==> config.mk <==
export PLATFORM = sky130hd
export DESIGN_NAME = usb_device_rw_responder_flat
export DESIGN_NICKNAME = d
export VERILOG_FILES = /design/src/rtl/usb_device_rw_responder_if.sv /design/src/rtl/usb_device_rw_responder.sv /design/src/flat_wrapper.sv
export SDC_FILE = /design/constraint.sdc
export NUM_CORES = 1
export LEC_CHECK = 0
export ABC_AREA = 1
export CAP_MARGIN = 20
export CORE_MARGIN = 5
export CORE_UTILIZATION = 55
export CTS_CLUSTER_DIAMETER = 150
export DETAILED_ROUTE_END_ITERATION = 10
export PLACE_DENSITY = 0.76
export SKIP_LAST_GASP = 1
export SYNTH_ARGS = -nofsm -noshare
export SYNTH_HDL_FRONTEND = slang
export SYNTH_SLANG_ARGS = --single-unit
==> constraint.sdc <==
create_clock -name clk -period 4.4 [get_ports clk]
set_input_delay 0.88 -clock clk [delete_from_list [all_inputs] [get_ports clk]]
set_output_delay 0.88 -clock clk [all_outputs]
set_load 0.01 [all_outputs]
==> src/rtl/usb_device_rw_responder_if.sv <==
// Token/packet inputs from the USB device decoder and DATA/handshake requests to the encoder.
interface usb_device_rw_responder_if;
    logic        tok_valid;
    logic [3:0]  tok_pid;
    logic [6:0]  tok_addr;
    logic [3:0]  tok_endp;
    logic        data_valid;
    logic        data_ok;
    logic [63:0] data_in;
    logic        host_ack;
    logic        tx_ready;
    logic        tx_valid;
    logic [63:0] tx_data;
    logic        hs_valid;
    logic        hs_ack;
    logic [15:0] page_reg;
    logic        txn_done;
    logic        txn_write;

    modport master (
        output tok_valid, tok_pid, tok_addr, tok_endp,
        output data_valid, data_ok, data_in, host_ack, tx_ready,
        input  tx_valid, tx_data, hs_valid, hs_ack, page_reg, txn_done, txn_write
    );

    modport slave (
        input  tok_valid, tok_pid, tok_addr, tok_endp,
        input  data_valid, data_ok, data_in, host_ack, tx_ready,
        output tx_valid, tx_data, hs_valid, hs_ack, page_reg, txn_done, txn_write
    );
endinterface

==> src/rtl/usb_device_rw_responder.sv <==
// Flash-style USB endpoint: page select on ADDR_ENDP, 64-bit word write/read on DATA_ENDP.
module usb_device_rw_responder #(
    parameter logic [6:0] DEV_ADDR  = 7'd5,
    parameter logic [3:0] ADDR_ENDP = 4'd4,
    parameter logic [3:0] DATA_ENDP = 4'd8,
    parameter int         DEPTH     = 16,
    parameter int         TIMEOUT   = 255
) (
    input logic                  clk,
    input logic                  rst_b,
    usb_device_rw_responder_if.slave bus
);
    localparam int         CNT_W   = $clog2(TIMEOUT + 1);
    localparam int         IDX_W   = (DEPTH > 1) ? $clog2(DEPTH) : 1;
    localparam logic [3:0] PID_OUT = 4'b0001;
    localparam logic [3:0] PID_IN  = 4'b1001;

    typedef enum logic [2:0] {IDLE, GET_PAGE, PAGE_SET, WR_DATA, RD_SEND, RD_ACK} state_t;

    state_t             state_q, state_d;
    logic [CNT_W-1:0]   cnt_q, cnt_d;
    logic               tx_valid_q, tx_valid_d;
    logic [63:0]        tx_data_q, tx_data_d;
    logic               hs_valid_q, hs_valid_d;
    logic               hs_ack_q, hs_ack_d;
    logic [15:0]        page_reg_q, page_reg_d;
    logic               txn_done_q, txn_done_d;
    logic               txn_write_q, txn_write_d;
    logic               mem_we;
    logic [63:0]        mem_q [DEPTH];

    logic               tok_ok, out_addr, out_data, in_data, timed_out, page_in_range;
    logic [IDX_W-1:0]   mem_idx;

    assign tok_ok = bus.tok_valid && (bus.tok_addr == DEV_ADDR)
                 && ((bus.tok_endp == ADDR_ENDP) || (bus.tok_endp == DATA_ENDP))
                 && ((bus.tok_pid == PID_OUT) || (bus.tok_pid == PID_IN));
    assign out_addr      = tok_ok && (bus.tok_pid == PID_OUT) && (bus.tok_endp == ADDR_ENDP);
    assign out_data      = tok_ok && (bus.tok_pid == PID_OUT) && (bus.tok_endp == DATA_ENDP);
    assign in_data       = tok_ok && (bus.tok_pid == PID_IN)  && (bus.tok_endp == DATA_ENDP);
    assign timed_out     = (cnt_q == CNT_W'(TIMEOUT - 1));
    assign page_in_range = (bus.data_in[15:0] < 16'(DEPTH));
    assign mem_idx       = page_reg_q[IDX_W-1:0];

    always_comb begin
        state_d     = state_q;
        cnt_d       = cnt_q;
        tx_valid_d  = tx_valid_q;
        tx_data_d   = tx_data_q;
        hs_valid_d  = 1'b0;
        hs_ack_d    = 1'b0;
        page_reg_d  = page_reg_q;
        txn_done_d  = 1'b0;
        txn_write_d = 1'b0;
        mem_we      = 1'b0;
        case (state_q)
            IDLE: begin
                if (out_addr) state_d = GET_PAGE;
            end
            GET_PAGE: begin
                cnt_d = cnt_q + CNT_W'(1);
                if (bus.data_valid) begin
                    hs_valid_d = 1'b1;
                    if (bus.data_ok && page_in_range) begin
                        hs_ack_d   = 1'b1;
                        page_reg_d = bus.data_in[15:0];
                        state_d    = PAGE_SET;
                    end else begin
                        state_d = IDLE;
                    end
                end else if (timed_out) begin
                    state_d = IDLE;
                end
            end
            PAGE_SET: begin
                if (out_data) begin
                    state_d = WR_DATA;
                end else if (in_data) begin
                    state_d    = RD_SEND;
                    tx_valid_d = 1'b1;
                    tx_data_d  = mem_q[mem_idx];
                end else if (out_addr) begin
                    state_d = GET_PAGE;
                end
            end
            WR_DATA: begin
                cnt_d = cnt_q + CNT_W'(1);
                if (bus.data_valid) begin
                    hs_valid_d = 1'b1;
                    if (bus.data_ok) begin
                        hs_ack_d    = 1'b1;
                        mem_we      = 1'b1;
                        txn_done_d  = 1'b1;
                        txn_write_d = 1'b1;
                        state_d     = IDLE;
                    end else begin
                        state_d = PAGE_SET;
                    end
                end else if (timed_out) begin
                    state_d = PAGE_SET;
                end
            end
            RD_SEND: begin
                if (tx_valid_q && bus.tx_ready) begin
                    tx_valid_d = 1'b0;
                    state_d    = RD_ACK;
                end
            end
            RD_ACK: begin
                cnt_d = cnt_q + CNT_W'(1);
                // host_ack outranks both a retry IN and the timeout in the same cycle
                if (bus.host_ack) begin
                    txn_done_d = 1'b1;
                    state_d    = IDLE;
                end else if (in_data) begin
                    state_d    = RD_SEND;
                    tx_valid_d = 1'b1;
                    tx_data_d  = mem_q[mem_idx];
                end else if (timed_out) begin
                    state_d = PAGE_SET;
                end
            end
            default: state_d = IDLE;
        endcase
        if (state_d != state_q) cnt_d = '0;
    end

    always_ff @(posedge clk) begin
        if (!rst_b) begin
            state_q     <= IDLE;
            cnt_q       <= '0;
            tx_valid_q  <= 1'b0;
            tx_data_q   <= '0;
            hs_valid_q  <= 1'b0;
            hs_ack_q    <= 1'b0;
            page_reg_q  <= '0;
            txn_done_q  <= 1'b0;
            txn_write_q <= 1'b0;
        end else begin
            state_q     <= state_d;
            cnt_q       <= cnt_d;
            tx_valid_q  <= tx_valid_d;
            tx_data_q   <= tx_data_d;
            hs_valid_q  <= hs_valid_d;
            hs_ack_q    <= hs_ack_d;
            page_reg_q  <= page_reg_d;
            txn_done_q  <= txn_done_d;
            txn_write_q <= txn_write_d;
        end
    end

    // Memory survives reset; a write coinciding with reset is dropped with the rest of the txn.
    always_ff @(posedge clk) begin
        if (rst_b && mem_we) mem_q[mem_idx] <= bus.data_in;
    end

    assign bus.tx_valid  = tx_valid_q;
    assign bus.tx_data   = tx_data_q;
    assign bus.hs_valid  = hs_valid_q;
    assign bus.hs_ack    = hs_ack_q;
    assign bus.page_reg  = page_reg_q;
    assign bus.txn_done  = txn_done_q;
    assign bus.txn_write = txn_write_q;
endmodule

==> src/flat_wrapper.sv <==
// flat-port wrapper written by rule: the top's interface ports become plain ports
module usb_device_rw_responder_flat 
#(
    parameter logic [6:0] DEV_ADDR  = 7'd5,
    parameter logic [3:0] ADDR_ENDP = 4'd4,
    parameter logic [3:0] DATA_ENDP = 4'd8,
    parameter int         DEPTH     = 16,
    parameter int         TIMEOUT   = 255
)
  (clk, rst_b, bus_tok_valid, bus_tok_pid, bus_tok_addr, bus_tok_endp, bus_data_valid, bus_data_ok, bus_data_in, bus_host_ack, bus_tx_ready, bus_tx_valid, bus_tx_data, bus_hs_valid, bus_hs_ack, bus_page_reg, bus_txn_done, bus_txn_write);
  usb_device_rw_responder_if bus_i ();
  input logic clk;
  input logic rst_b;
  input wire logic [$bits(bus_i.tok_valid)-1:0] bus_tok_valid;
  input wire logic [$bits(bus_i.tok_pid)-1:0] bus_tok_pid;
  input wire logic [$bits(bus_i.tok_addr)-1:0] bus_tok_addr;
  input wire logic [$bits(bus_i.tok_endp)-1:0] bus_tok_endp;
  input wire logic [$bits(bus_i.data_valid)-1:0] bus_data_valid;
  input wire logic [$bits(bus_i.data_ok)-1:0] bus_data_ok;
  input wire logic [$bits(bus_i.data_in)-1:0] bus_data_in;
  input wire logic [$bits(bus_i.host_ack)-1:0] bus_host_ack;
  input wire logic [$bits(bus_i.tx_ready)-1:0] bus_tx_ready;
  output wire logic [$bits(bus_i.tx_valid)-1:0] bus_tx_valid;
  output wire logic [$bits(bus_i.tx_data)-1:0] bus_tx_data;
  output wire logic [$bits(bus_i.hs_valid)-1:0] bus_hs_valid;
  output wire logic [$bits(bus_i.hs_ack)-1:0] bus_hs_ack;
  output wire logic [$bits(bus_i.page_reg)-1:0] bus_page_reg;
  output wire logic [$bits(bus_i.txn_done)-1:0] bus_txn_done;
  output wire logic [$bits(bus_i.txn_write)-1:0] bus_txn_write;
  assign bus_i.tok_valid = bus_tok_valid;
  assign bus_i.tok_pid = bus_tok_pid;
  assign bus_i.tok_addr = bus_tok_addr;
  assign bus_i.tok_endp = bus_tok_endp;
  assign bus_i.data_valid = bus_data_valid;
  assign bus_i.data_ok = bus_data_ok;
  assign bus_i.data_in = bus_data_in;
  assign bus_i.host_ack = bus_host_ack;
  assign bus_i.tx_ready = bus_tx_ready;
  assign bus_tx_valid = bus_i.tx_valid;
  assign bus_tx_data = bus_i.tx_data;
  assign bus_hs_valid = bus_i.hs_valid;
  assign bus_hs_ack = bus_i.hs_ack;
  assign bus_page_reg = bus_i.page_reg;
  assign bus_txn_done = bus_i.txn_done;
  assign bus_txn_write = bus_i.txn_write;
  usb_device_rw_responder #(.DEV_ADDR(DEV_ADDR), .ADDR_ENDP(ADDR_ENDP), .DATA_ENDP(DATA_ENDP), .DEPTH(DEPTH), .TIMEOUT(TIMEOUT)) u_core (.clk(clk), .rst_b(rst_b), .bus(bus_i));
endmodule
Word-level counts from Yosys, hierarchy flattened

Memories as Yosys holds them, arrays and structs flattened. A register that Yosys moved wholly into a read port is not among the register bits.
Cells that the tools add are included.
Widths: inputs -> output; s select.

Register bits after elaboration: 96
RAM bits: 1,024
Input port bits: 86
Output and inout bits: 85
Logic and storage cells: 86
Memories kept: 1

Add/sub/neg operators: 1
$lt $le $gt $ge: 1
Eq/ne operators: 15
Mux-type cells: 35
Bitwise operators: 1
Reductions and logical operators: 23

Memory list:

| memory       | depth | bits a word | read ports | clocked after memory_dff | wr ports | line                          | text |
|---|---|---|---|---|---|---|---|
| u_core.mem_q | 16    | 64          | 1          | 1                        | 1        | usb_device_rw_responder.sv:30 | `logic [63:0] mem_q [DEPTH];` |

Operators with widths:

| kind                | count |
|---|---|
| $mux 64             | 3 |
| $pmux 64 s2         | 1 |
| $mux 3              | 10 |
| $pmux 3 s6          | 1 |
| $lt 16x5->1 const B | 1 |
| $mux 1              | 13 |
| $logic_and 1x1->1   | 11 |
| $add 8x1->8 const B | 1 |
| $eq 4x4->1 const B  | 2 |
| $eq 8x8->1 const B  | 1 |
| $mux 4              | 2 |
| $eq 7x3->1 const B  | 1 |
| $eq 3x2->1 const B  | 2 |
| $eq 3x3->1 const B  | 2 |
| $reduce_and 3->1    | 2 |
| $eq 4x1->1 const B  | 1 |
| $eq 4x3->1 const B  | 1 |
| $mux 2              | 2 |
| $ne 2x2->1 const B  | 2 |
| $pmux 1 s2          | 2 |
| $reduce_and 4->1    | 1 |
| $reduce_or 2->1     | 2 |
| $eq 3x1->1 const B  | 1 |
| $logic_not 3->1     | 1 |
| other kinds (9)     | 10 |

Logic depth before layout (Yosys ltp)

Gate-level depths: netlist of the first run.

Word-level depth: 12
Mapped depth: 12
Gate-level depth less buffers: 12

Worst setup path before layout of the first run

Ideal clock, no wire load.

Path kind: input -> register
From: input port bus_data_valid
To: memory u_core.mem_q[0][0] (enable)
Setup time: 0.487 ns
Data arrival time: 4.130 ns
Data required time: 3.913 ns
Setup slack: -0.217 ns
Stages on the path: 6
Buffers on the path: 0
Cells stage by stage: nand2_1 -> nor2_1 -> inv_1 -> nor2_1 -> nand3_1 -> nor2_1

Longest elaborated chain between the ends: 5

Ends and longest elaborated chain:

| item                         | line                           | text |
|---|---|---|
| start: declaration           | flat_wrapper.sv:18             | `input wire logic [$bits(bus_i.data_valid)-1:0] bus_data_valid;` |
| $mux 1                       | usb_device_rw_responder.sv:88  | `if (bus.data_valid) begin` |
| $mux 1                       | usb_device_rw_responder.sv:56  | `case (state_q)` |
| $logic_and 1x1->1            | usb_device_rw_responder.sv:154 | `if (rst_b && mem_we) mem_q[mem_idx] <= bus.data_in;` |
| $mux 1                       | usb_device_rw_responder.sv:154 |  |
| $mux 1 (implied by the code) | usb_device_rw_responder.sv:154 |  |
| end: declaration             | usb_device_rw_responder.sv:30  |  |

Every way passes these cells.

Worst setup path after layout of the first run

From: input port bus_data_valid
To: memory u_core.mem_q[3][60] (enable)

The elaborated chain is that of the path after synthesis.

==> impl_results.md, run 1 <==
- Avg WL per Cell: 23.5 microns
- Fill cells: 5,518
- Post-CTS Hold Fix Bufs: 0
- Post-layout util: 0.632
- Count of final setup violators: 0
- Leading area contributor after synthesis: edfxtp_1
- Routability Congestion: 0.800
- Drt first pass iters: 6
- Area Growth Syn to Fin: 14.6%
- Status: finished, final reports clean
- Synthesized cell area: approximately 43,000 sq um
- Layout net count: 3,563
- Clock Path Buffers: 3
- Die width: 291 microns
- Slew margin rel.: 0.264
- Overflow after GRT: 0
- CTS tree: built
- Setup bufs post-CTS: 0
- Final hold vios: 0
- Cell Pwr Density: 422 nW/um^2
- Syn Inst Count: 3,358
- Post-route ant nets: 0
- Clk sinks: 1,124
- Synth top cells by count: edfxtp_1 (1,024), nor2_1 (826), o21ai_0 (619)
- Ys async rst share: 0
- Top Ports: 171
- IO buf count: 170
- H-tree Lvls: 3
- Vias in the first global route: 27,536
- Vias: 28,321
- VDD IR max: roughly 0.32 mV
- DRT iter0 DRCs: 3,647
- Max Cap Violations: 0
- LEAKAGE: 16.4 nW
- DIE AREA: 84,500 sq um
- DRC Markers: 0
- EDFF count, synth: approximately 1,000
- Max reg flops: 1,024
- Syn Nets: roughly 3,400
- CTS resizes: 0
- Setup Skew: ~0.015 ns
- Fraction of layout cells with a size suffix above 1: 0.0693
- HPWL Detailed: 55,200 microns
- Gr usage total: 0.248
- Slew @ Worst Pin: 1.10 ns
- Post-synthesis sequential area ratio: 0.756
- Std cell rows: 103
- Crit start category: primary input
- WP data required: 4.75 ns
- Crit. End Element: flip-flop
- Final Cycle Share: 0.729
- Initial antenna violation count: 5
- Met1 global-route usage: 0.341
- Skew-Pair Late Insertion Delay: between 0.6 and 0.7 ns
- YS warnings: 0
- RSZ-0062 raised after global routing: no
- Number of vias per cell: around 6.1
- Primary FF master, synth: edfxtp_1
- Fin. max-slew vios: 0
- FMAX: 312 MHz
- Die Y: between 200 and 300 microns
- Core area: a little under 80,000 sq um
- Synth top area share: 0.710
- Synth Area per Inst: between 10 and 15 sq um
- Routed WL: 108,000 microns
- Critical path peak fanout: 14
- Fin crit period: roughly 3.2 ns
- Fin Hold WS: 0.426 ns
- CTS buffer count: 107
- Clock root buffer: clkbuf_16
- Pin count of the biggest net entering global routing: 250
- Most frequent cell after synthesis: edfxtp_1
- Initial Util: 0.552
- #FFs+latches synth: 1,124
- Met2 Use GR: 0.406
- Critical path class: primary input to flip-flop
- Post-synth cell types: 33
- Synth area leaders: edfxtp_1 (71%), nor2_1 (7.2%), o21ai_0 (7.2%)
- First-pass GRT wire length: 164,000 microns
- Met3 usage: 0.0468
- Most Crowded Layer GR: met2
- Type of the worst min-delay path: flip-flop to flip-flop
- Worst endpoint data arrival time: 3.56 ns
- Reg clk slew, reported paths: 0.06 ns
critical path, stage by stage:
cell,delay (ns)
clkdlybuf4s50_1,0.50
nand2_1,0.08
nor2_1,0.10
inv_1,0.07
nor2_1,0.46
nand3_1,0.46
nor2_4,0.64
buf_4,0.36
through the flow:
stage / instances / instance area, sq um / total power, mW / setup TNS (ns) / worst slack [ns]
floorplan: 3358 / 43300 / 11.9 / -222.21 / -0.217
detailed placement: 4416 / 46200 / 12.1 / 0 / 0.594
global placement: 4416 / 46200 / 12.1 / 0 / 0.624
global route: 4616 / 49600 / 21.5 / 0 / 1.09
finish: 4619 / 49600 / 21.0 / 0 / 1.19
CTS: 4616 / 49600 / 21.0 / 0 / 1.29
layer usage:
metal,vias to the layer above,share of wire
met4,8,0.030
li1,12625,-
met3,228,0.098
met5,-,0.00047
met2,1571,0.48
met1,13889,0.39
kinds of logic after synthesis:
kind of cell	count (synthesis)	share of synthesized area
flops	1124	0.756
simple gates	968	0.0859
buf+inv	277	0.0289
fa+ha+maj	2	0.000578
compound gates	980	0.127
xor+xnor	7	0.00142
report_power, final:
group / internal (mW) / switching [mW]
Combinational: 0.0766 / 0.166
Sequential: 11.6 / 0.000000384
Clock: 5.25 / 3.82
cell usage in the layout (no fill, tap or decap), types with 2 or more instances in the layout:
cell / instances
a21oi_1: 11
buf_12: 19
buf_4: 52
bufinv_16: 11
clkbuf_1: 26
clkbuf_16: 111
clkdlybuf4s50_1: 169
clkinv_1: 29
clkinv_2: 17
clkinvlp_4: 4
dfxtp_1: 96
dfxtp_4: 4
diode_2: 3
edfxtp_1: 1024
ha_1: 2
inv_1: 38
inv_2: 4
nand2_1: 88
nand3_1: 42
nand4_1: 4
nor2_1: 810
nor2_4: 16
nor3_1: 2
o211ai_1: 45
o21ai_0: 619
o21ai_1: 48
o221ai_1: 63
o22ai_1: 193
xor2_1: 6
final timing paths:
check                           from                 endpoint  slack, ns  depth (start not counted)
min          u_core.bus.page_reg[10]  u_core.bus.page_reg[10]       0.43                          2
max reg2reg        u_core.state_q[0]      u_core.mem_q[3][60]       1.29                          9
min reg2reg  u_core.bus.page_reg[10]  u_core.bus.page_reg[10]       0.43                          2
max                   bus_data_valid      u_core.mem_q[3][60]       1.19                          8
layout make-up:
class | instances | area [sq um] | share of cell area
diodes | 3 | 7.51 | 0.000151
repair buffers | 240 | 2460 | 0.0496
multi-input cells | 1957 | 9440 | 0.190
well taps | 1050 | 1310 | 0.0265
inverters | 45 | 195 | 0.00393
clock buffers | 138 | 2890 | 0.0582
clock inverters | 62 | 563 | 0.0113
flip-flops and latches | 1124 | 32800 | 0.660
No activity file was read; power rests on OpenSTA's default activity.
==> run 2: changes to the inputs <==
CORE_UTILIZATION = 60   (was 55)
PLACE_DENSITY = 0.79   (was 0.76)
clock period = 3.3 ns   (was 4.4 ns; I/O delays follow)
==> impl_results.md, run 2 (synthesized netlist as in run 1, its figures left out) <==
- Status: finished, final reports clean
- Most frequent cells in the layout: edfxtp_1 (1,024), nor2_1 (810), o21ai_0 (619), o22ai_1 (193), clkdlybuf4s50_1 (169)
- Overflow after GRT: 0
- CP max stage cell: nand3_1
- Slew @ Worst Pin: 0.951 ns
- Layout net count: 3,580
- CTS buffer count: 107
- Die width: between 200 and 300 microns
- Core area: a little over 70,000 sq um
- Drt first pass iters: 5
- Critical path's largest stage delay: 0.55 ns
- Routability Congestion: 0.826
- IO buf count: 170
- First-pass GRT wire length: 163,000 microns
- Top Ports: 171
- Area Growth Syn to Fin: 15.2%
- Net Sw Power: 5.46 mW
- Setup_tns: 0 ns
- VDD IR max: 0.502 mV
- Setup Skew: 0.0313 ns
- DIE AREA: 77,700 sq um
- Vias in the first global route: 27,785
- Critical path peak fanout: 8
- Number of vias per cell: 6.35
- Max reg flops: 1,024
- Count of final setup violators: 0
- Post-route ant nets: 0
- RSZ-0062 raised after global routing: no
- Post-CTS Hold Fix Bufs: 0
- Slew margin rel.: 0.366
- Critical path class: primary input to flip-flop
- HPWL Detailed: 57,400 microns
- Type of the worst min-delay path: primary input to flip-flop
- Vias: 28,811
- Avg WL per Cell: 23.8 microns
- Commonest non-fill, non-tap cell in the layout: edfxtp_1
- Initial Util: 0.606
- Antenna fix cells: 0
- Gr usage total: 0.269
- Final Cycle Share: 0.779
- Worst endpoint data arrival time: between 3 and 4 ns
- Crit path cell chain: clkdlybuf4s50_1 -> buf_4 -> nor2_1 -> nand2_1 -> nor3_2 -> nand3_1 -> nand2_1 -> o211ai_1 -> nand3_1 -> nor2_1
- Post-DP Area: 46,400 sq um
- Clock root buffer: clkbuf_16
- Crit. End Element: flip-flop
- Crit start category: primary input
- Comb pwr share: 0.012
- Die Y: 279 microns
- CTS tree: built
- LEAKAGE: 16.6 nW
- Pre-CTS setup slack: -0.293 ns
- Final hold vios: 0
- Clock Path Buffers: 3
- Reg clk slew, reported paths: ~0.06 ns
- Clk sinks: approximately 1,100
- Slack of the critical path: ~0.73 ns
- Fraction of layout cells with a size suffix above 1: 0.0776
- Sw Ratio: 0.194
- DRC Markers: 0
- Cell Pwr Density: 563 nW/um^2
- Int Pwr: about 23 mW
- Setup bufs post-CTS: 0
- DRT iter0 DRCs: 4,058
- FMAX: 389 MHz
- H-tree Lvls: 3
- Total power draw: 28.1 mW
- Fin. max-slew vios: 0
- Sequential power share: 0.552
- Routed WL: 108,000 microns
- Pin count of the biggest net entering global routing: 188
- Std cell rows: 98
- Finished Cell Area: 49,900 sq um
- Skew-Pair Late Insertion Delay: roughly 0.67 ns
- WP data required: 3.83 ns
- Max Cap Violations: 0
- Initial antenna violation count: 1
- CTS resizes: 0
- Clock power frac: 0.436
- Fin crit period: ~2.6 ns
-- run 2: changes by cell type in the layout (fill, tap and decap cells not counted), sizes merged --
cell | previous run | this run
diode | 3 | 0
buf | 71 | 88
clkinv | 46 | 45
clkinvlp | 4 | 5
inv | 46 | 48
bufinv | 11 | 10
-- run 2: area by class of cell --
type                    instances  area, sq um
clock buffers                 138         2920
clock inverters                63          596
fillers                      4479        21600
inverters                      45          195
multi-input cells            1957         9440
flip-flops and latches       1124        32800
well taps                     950         1190
repair buffers                257         2780
-- run 2: routing by layer --
metal / track usage / routed length (microns)
met1: 0.366 / 39900
met2: 0.442 / 52600
met3: 0.0527 / 12100
met4: 0.0970 / 3320
met5: 0 / 13
-- run 2: path summary, 6_finish.rpt --
kind / from / to / slack [ns] / cells past startpoint
max: bus_data_in[4] / u_core.cnt_q[3] / 0.73 / 10
min: rst_b / u_core.bus.txn_done / 0.33 / 3
max reg2reg: u_core.state_q[0] / u_core.mem_q[10][53] / 0.73 / 10
min reg2reg: u_core.bus.page_reg[13] / u_core.bus.page_reg[13] / 0.43 / 2
-- run 2: critical path, delay by kind of cell --
kind            cells  cell delay [ns]
compound gates      1             0.10
buf+inv             2             0.60
simple gates        7             1.73
-- run 2: power by group through the flow --
stage	Clock, mW	Combinational, mW	Sequential [mW]
4_1_cts	12.3	0.342	15.5
3_5_place_dp	0	0.340	15.8
3_3_place_gp	0	0.333	15.8
2_1_floorplan	0	0.0238	15.8
6_report	12.2	0.349	15.5
5_1_grt	12.9	0.368	15.5
-- run 2: stage by stage --
step | util | hold slack (ns) | instances
after floorplan | - | 0.453 | 3358
after CTS | 0.698 | 0.305 | 4534
after detailed placement | 0.649 | 0.421 | 4333
after global routing | 0.698 | 0.344 | 4534
after global placement | 0.649 | 0.421 | 4333
final | 0.698 | 0.330 | 4534
